[src/rtl/alu_logic_shift_seq.sv]
// Sequential 16-bit logic/shift unit. Shifts advance one bit per cycle; ready/valid on both sides.
// Define ALU_LOGIC_SHIFT_SEQ_ASR_EN to enable opcode 110 (ASR); otherwise 110 is flagged illegal.
module alu_logic_shift_seq (
  input  logic        clk,
  input  logic        rst,
  input  logic        in_valid,
  output logic        in_ready,
  input  logic [2:0]  op,
  input  logic [15:0] a,
  input  logic [15:0] b,
  output logic        out_valid,
  input  logic        out_ready,
  output logic [15:0] result,
  output logic        zero,
  output logic        err
);

  typedef enum logic [1:0] {IDLE, SHIFT, DONE} state_t;

  state_t      state, state_nx;
  logic [2:0]  op_q, op_nx;
  logic [15:0] work, work_nx;
  logic [4:0]  cnt, cnt_nx;
  logic        zero_q, zero_nx;
  logic        err_q, err_nx;

  logic [15:0] logic_res;
  logic [15:0] shifted;
  logic [4:0]  amt;
  logic        is_logic;
  logic        is_shift;

  // Shift amounts of 16 and above all saturate to a full 16-step shift.
  assign amt      = (|b[15:4]) ? 5'd16 : {1'b0, b[3:0]};
  assign is_logic = ~op[2];

  always_comb begin
    is_shift = (op == 3'b100) || (op == 3'b101);
`ifdef ALU_LOGIC_SHIFT_SEQ_ASR_EN
    if (op == 3'b110) is_shift = 1'b1;
`endif
  end

  always_comb begin
    case (op[1:0])
      2'b00:   logic_res = a & b;
      2'b01:   logic_res = a | b;
      2'b10:   logic_res = a ^ b;
      default: logic_res = ~a;
    endcase
  end

  always_comb begin
    case (op_q)
      3'b100:  shifted = {work[14:0], 1'b0};
      3'b101:  shifted = {1'b0, work[15:1]};
`ifdef ALU_LOGIC_SHIFT_SEQ_ASR_EN
      3'b110:  shifted = {work[15], work[15:1]};
`endif
      default: shifted = work;
    endcase
  end

  always_comb begin
    state_nx = state;
    op_nx    = op_q;
    work_nx  = work;
    cnt_nx   = cnt;
    zero_nx  = zero_q;
    err_nx   = err_q;
    case (state)
      IDLE: begin
        if (in_valid) begin
          op_nx  = op;
          err_nx = 1'b0;
          if (is_logic) begin
            work_nx  = logic_res;
            zero_nx  = (logic_res == 16'h0000);
            state_nx = DONE;
          end else if (is_shift) begin
            work_nx = a;
            cnt_nx  = amt;
            if (amt == 5'd0) begin
              zero_nx  = (a == 16'h0000);
              state_nx = DONE;
            end else begin
              state_nx = SHIFT;
            end
          end else begin
            work_nx  = '0;
            zero_nx  = 1'b1;
            err_nx   = 1'b1;
            state_nx = DONE;
          end
        end
      end
      SHIFT: begin
        work_nx = shifted;
        cnt_nx  = cnt - 5'd1;
        if (cnt == 5'd1) begin
          zero_nx  = (shifted == 16'h0000);
          state_nx = DONE;
        end
      end
      DONE: begin
        if (out_ready) state_nx = IDLE;
      end
      default: state_nx = IDLE;
    endcase
  end

  always_ff @(posedge clk) begin
    if (rst) begin
      state  <= IDLE;
      op_q   <= '0;
      work   <= '0;
      cnt    <= '0;
      zero_q <= 1'b0;
      err_q  <= 1'b0;
    end else begin
      state  <= state_nx;
      op_q   <= op_nx;
      work   <= work_nx;
      cnt    <= cnt_nx;
      zero_q <= zero_nx;
      err_q  <= err_nx;
    end
  end

  assign in_ready  = (state == IDLE);
  assign out_valid = (state == DONE);
  assign result    = work;
  assign zero      = zero_q;
  assign err       = err_q;

endmodule

[config.mk]
export PLATFORM = sky130hd
export DESIGN_NAME = alu_logic_shift_seq
export DESIGN_NICKNAME = d
export VERILOG_FILES = /design/src/rtl/alu_logic_shift_seq.sv
export SDC_FILE = /design/constraint.sdc
export NUM_CORES = 1
export LEC_CHECK = 0
export CORE_ASPECT_RATIO = 1.25
export CORE_UTILIZATION = 48
export DETAILED_ROUTE_END_ITERATION = 16
export PLACE_DENSITY = 0.82
export SKIP_LAST_GASP = 1
export SLEW_MARGIN = 10
export SYNTH_ARGS = -nofsm -noshare
export SYNTH_HDL_FRONTEND = slang
export SYNTH_SLANG_ARGS = --single-unit
[constraint.sdc]
create_clock -name clk -period 1.95 [get_ports clk]
set_clock_uncertainty 0.2 [all_clocks]
set_input_delay 0.39 -clock clk [delete_from_list [all_inputs] [get_ports clk]]
set_output_delay 0.39 -clock clk [all_outputs]
set_load 0.01 [all_outputs]
==> results.sh, run 1 <==
export IMPL_finalSetupViolCount=1
export IMPL_clk_path_buf_depth=2
export IMPL_gr_usage_met3=0.0293
export IMPL_syn_area_per_cell_um2=8.16
export IMPL_drtIter0Drc=347
export IMPL_slowest_stage="mux4_2"
export IMPL_htreeDepth=1
export IMPL_hp_class="flop to flop"
export IMPL_fin_crit_ns=2.00
export IMPL_routedWlPerCell_um=17.6
export IMPL_ys_types=49
export IMPL_ys_warn_count=0
export IMPL_die_w_um=71.8
export IMPL_hp_start="op_q[1]$_SDFFE_PP0P_"
export IMPL_maxCapViolCount=0
export IMPL_chipHeight_um=89.2
export IMPL_r2r_start="op_q[1]$_SDFFE_PP0P_"
export IMPL_ant_nets=0
export IMPL_portBuffers=58
export IMPL_first_pass_iters=5
export IMPL_slew_limit_headroom=0.696
export IMPL_clk_pin_slew_ns=0.10
export IMPL_via_per_inst=6.02
export IMPL_final_util=0.743
export IMPL_finalPower_w=0.00197
export IMPL_cts_num_sinks=28
export IMPL_drv_slew=0
export IMPL_status="complete, but fails checks"
export IMPL_hpwl_um=6610
export IMPL_synth_seq_area_share=0.192
export IMPL_grtUsageTotal=0.289
export IMPL_yosys_area_top_type="dfxtp_1"
export IMPL_grt_pass1_wl_um=14400
export IMPL_yosys_top_cells_area="dfxtp_1, ha_1, mux4_2"
export IMPL_path_max_fanout=3
export IMPL_design_area_um2=4330
export IMPL_ir_drop_mv=0.402
export IMPL_areaGrowthSynthToFinish_pct=48.1
export IMPL_critPathLaunchType="input port"
export IMPL_violations="setup timing"
export IMPL_synth_area_um2=2920
export IMPL_worst_slew_pin_slew_ns=0.456
export IMPL_p_per_area_nw_per_um2=454
export IMPL_cts_tree="built"
export IMPL_end_kind="flop"
export IMPL_route_detailed_drc=0
export IMPL_cp_slowest_stage_delay_ns=0.52
export IMPL_async_reset_ff_frac=0
export IMPL_use_met2=0.549
export IMPL_yosysTopAreaCellShare=0.192
export IMPL_fin_crit_sh=1.02
export IMPL_syn_inst=358
export IMPL_rsz0062_at_grt="yes"
export IMPL_numCtsBuffers=3
export IMPL_antenna_found_initial=0
export IMPL_design_core_area_um2=5820
export IMPL_root_buffer="clkbuf_8"
export IMPL_setup_worst_path_start="a[3]"
export IMPL_worst_ep_arrival_time_ns=1.97
export IMPL_clk_latency_ns=0.28
export IMPL_num_rows=31
export IMPL_fin_cells=536
export IMPL_grt_pass1_vias=3093
export IMPL_num_vias=3226
export IMPL_gp_congestion=0.848
export IMPL_layout_drive_gt1_share=0.370
export IMPL_overflow=0
export IMPL_crit_chain="buf_4, buf_6, ha_1, mux4_2, buf_4, a22oi_1, o221a_2, nor2_1"
export IMPL_placed_cells=517
export IMPL_ys_flop_type="dfxtp_1"
export IMPL_ios=59
export IMPL_cts_hold_buf=0
export IMPL_grt_max_degree=29
export IMPL_critical_path_class="input port to flop"
export IMPL_cpMostUsedCell="buf_4"
export IMPL_yosysMostFrequentCell="inv_1"
export IMPL_max_freq_mhz=501
export IMPL_routed_wirelength_um=9430
export IMPL_start_util=0.502
export IMPL_critPathBufInv=3
export IMPL_cp_top_family="multiplexers"
export IMPL_crit_required_ns=1.92
export IMPL_hold_violations=0
export IMPL_ys_seq_elements=28
export IMPL_grt_busiest_layer="met2"
export IMPL_placed_cell_area_um2=3960
export IMPL_met1_usage=0.328
export IMPL_synth_nets=431
export IMPL_synth_top_cells_by_count="inv_1, ha_1, nand2_1, nor2_1, dfxtp_1"
export IMPL_synth_edff_count=0
export IMPL_fin_nets=544
export IMPL_p_leak_nw=1.90
export IMPL_die_area_um2=6400
export IMPL_antennaDiodeCount=0
export IMPL_layout_setup_ws_ns=-0.0451
## power by group
group,switching [W],internal (W),leakage (nW)
logic,0.000444,0.000484,1.64
registers,0.0000548,0.000614,0.231
clock network,0.000187,0.000181,0.0288
total,0.000686,0.00128,1.90
## placed cells by master (no fill, tap or decap), types with 6 or more instances in the layout
master            n
buf_4            58
inv_1            44
nand2_1          31
nor2_1           29
ha_1             27
dfxtp_1          25
clkdlybuf4s50_1  21
a21oi_1          20
mux4_2           16
buf_6            16
mux2i_1          14
inv_2            12
buf_2            11
a22oi_1           8
o21ai_1           7
dlygate4sd2_1     7
buf_12            7
nor2b_1           6
a222oi_1          6
o21ai_0           6
## through the flow
stage | setup slack (ns) | TNS (ns) | hold slack, ns
floorplan | -0.0625 | -0.127 | 0.231
global placement | -0.656 | -12.06 | 0.239
detailed placement | -0.707 | -13.05 | 0.250
CTS | -0.0588 | -0.0588 | 0.263
global route | -0.126 | -0.268 | 0.290
finish | -0.0451 | -0.0451 | 0.265
## layer usage
layer,routed length (um),share of wire
met5,0,0
met4,216,0.023
met3,462,0.049
met2,5190,0.55
met1,3560,0.38
## tightest hold or removal path, delay by kind of cell (launching register included)
kind | cells | cell delay [ns]
compound gates | 1 | 0.05
simple gates | 1 | 0.05
flops | 1 | 0.33
## registers in the layout, summed over array words and instances (netlist names)
signal,count
cnt,5
op_q,3
zero,1
result,16
state,2
err,1
## cells by family (layout without fill, tap and decap cells)
logic type | Yosys count | in the layout | synth area share
compound gates | 78 | 78 | 0.183
xor+xnor | 1 | 1 | 0.00300
fa+ha+maj | 34 | 34 | 0.146
buf+inv | 83 | 195 | 0.126
flops | 28 | 28 | 0.192
mux | 32 | 32 | 0.181
simple gates | 102 | 102 | 0.169
## worst paths after layout
path	endpoint	slack (ns)	cells past startpoint
max	result[3]$_SDFFE_PP0P_	-0.05	8
min	op_q[1]$_SDFFE_PP0P_	0.27	2
max reg2reg	zero$_SDFFE_PP0P_	0.04	6
min reg2reg	op_q[1]$_SDFFE_PP0P_	0.27	2
## what timing repair did
| action | in CTS | in global routing |
|---|---|---|
| endpoints found under the setup margin | 26 | 21 |
| pin swaps | 32 | 23 |
| setup buffers | 12 | 4 |
| resized for setup | 141 | 60 |
| gates cloned | 1 | 0 |
## area by class of cell
class / instances / area [um2]
clock buffer: 4 / 55.1
fill: 402 / 1490
inverter: 60 / 235
multi-input combinational: 247 / 2200
sequential: 28 / 567
tap: 66 / 82.6
timing repair buffer: 131 / 1190
Power figures use the tool's default switching activity.
==> run 2, diff against run 1 <==
CORE_UTILIZATION = 40   (was 48)
PLACE_DENSITY = 0.71   (was 0.82)
==> results.sh, run 2 (synthesis gave the netlist of run 1 again) <==
export IMPL_die_w_um=78.4
export IMPL_violations="setup timing"
export IMPL_crit_required_ns=1.96
export IMPL_fin_crit_ns=1.98
export IMPL_htreeDepth=1
export IMPL_clk_pin_slew_ns=0.10
export IMPL_critical_path_class="input port to flop"
export IMPL_die_area_um2=7650
export IMPL_areaGrowthSynthToFinish_pct=48.6
export IMPL_worst_slew_pin_slew_ns=0.394
export IMPL_rsz0062_at_grt="yes"
export IMPL_r2r_start="op_q[0]$_SDFFE_PP0P_"
export IMPL_p_per_area_nw_per_um2=467
export IMPL_first_pass_iters=6
export IMPL_drtIter0Drc=199
export IMPL_clk_path_buf_depth=2
export IMPL_chipHeight_um=97.5
export IMPL_final_util=0.618
export IMPL_ios=59
export IMPL_fin_crit_sh=1.01
export IMPL_max_freq_mhz=506
export IMPL_num_rows=34
export IMPL_final_cell_mix="buf_4, inv_1, nand2_1"
export IMPL_layout_drive_gt1_share=0.355
export IMPL_antenna_found_initial=0
export IMPL_ir_drop_mv=0.273
export IMPL_hold_violations=0
export IMPL_design_core_area_um2=7020
export IMPL_grtUsageTotal=0.231
export IMPL_clk_latency_ns=0.28
export IMPL_cts_tree="built"
export IMPL_grt_max_degree=29
export IMPL_placed_cells=546
export IMPL_worst_ep_arrival_time_ns=1.98
export IMPL_via_per_inst=5.56
export IMPL_largest_register_ffs=16
export IMPL_route_detailed_drc=0
export IMPL_status="complete, but fails checks"
export IMPL_fin_nets=550
export IMPL_hp_class="flop to flop"
export IMPL_hpwl_um=6530
export IMPL_end_kind="flop"
export IMPL_final_setup_tns_ns=-0.0267
export IMPL_drv_slew=0
export IMPL_setup_worst_path_start="a[5]"
export IMPL_ant_nets=0
export IMPL_start_util=0.416
export IMPL_critPathLaunchType="input port"
export IMPL_root_buffer="clkbuf_8"
export IMPL_grt_pass1_vias=3042
export IMPL_maxCapViolCount=0
export IMPL_path_max_fanout=2
export IMPL_final_common_cell="buf_4"
export IMPL_numCtsBuffers=3
export IMPL_design_area_um2=4340
export IMPL_slew_limit_headroom=0.737
export IMPL_fin_cells=566
export IMPL_hp_start="err$_SDFFE_PP0P_"
export IMPL_cts_num_sinks=28
export IMPL_placed_cell_area_um2=4030
export IMPL_layout_setup_ws_ns=-0.0267
export IMPL_hold_slack_ns=0.267
export IMPL_antennaDiodeCount=0
export IMPL_routedWlPerCell_um=15.4
export IMPL_finalSetupViolCount=1
export IMPL_grt_pass1_wl_um=14100
export IMPL_gp_congestion=0.914
export IMPL_overflow=0
export IMPL_portBuffers=58
export IMPL_num_vias=3145
export IMPL_routed_wirelength_um=8730
export IMPL_p_leak_nw=1.93
## run 2: cell types whose count changed in the layout (fill, tap and decap cells not counted), sizes merged, moves of 3 or more
cell	previous run	this run
buf	93	100
clkbuf	9	6
clkdlybuf4s15	4	0
dlygate4sd2	7	12
## run 2: worst max-delay path, cell delays in order
cell	delay, ns
buf_6	0.10
buf_6	0.11
ha_4	0.14
mux4_2	0.48
buf_6	0.14
nor4_4	0.24
nand4_1	0.15
a311oi_1	0.22
## run 2: power by group
group          switching [W]  total (W)  internal (W)  leakage [nW]
registers          0.0000527   0.000667      0.000615         0.230
clock network       0.000196   0.000472      0.000276        0.0357
logic               0.000415   0.000888      0.000473          1.66
## run 2: repair_timing
item,4_1_cts,5_1_grt
setup buffers,9,6
gates cloned,1,0
resized for setup,124,50
pin swaps,21,22
endpoints found under the setup margin,26,14
hold buffers,0,0
## run 2: metrics by stage
| step | total power, W | setup WS, ns |
|---|---|---|
| floorplan | 0.00110 | -0.0625 |
| global placement | 0.00147 | -0.663 |
| detailed placement | 0.00149 | -0.700 |
| CTS | 0.00197 | -0.0450 |
| global route | 0.00213 | -0.0277 |
| finish | 0.00203 | -0.0267 |
## run 2: path summary, 6_finish.rpt
check                           cells past startpoint  slack [ns]                end
worst max register to register                      7        0.04  zero$_SDFFE_PP0P_
worst min register to register                      2        0.27   err$_SDFFE_PP0P_
worst max-delay path                                8       -0.03  zero$_SDFFE_PP0P_
worst min-delay path                                2        0.27   err$_SDFFE_PP0P_
## run 2: per-layer routing
metal | share of wire | GRT usage
met1 | 0.39 | 0.274
met2 | 0.52 | 0.409
met3 | 0.053 | 0.0235
met4 | 0.030 | 0.108
met5 | 0 | 0
## run 2: area by class of cell
class	instances	area [um2]
fillers	606	2680
flip-flops and latches	28	564
repair buffers	137	1210
clock buffers	3	41.3
clock inverters	1	30.0
inverters	60	230
multi-input cells	247	2150
well taps	90	113
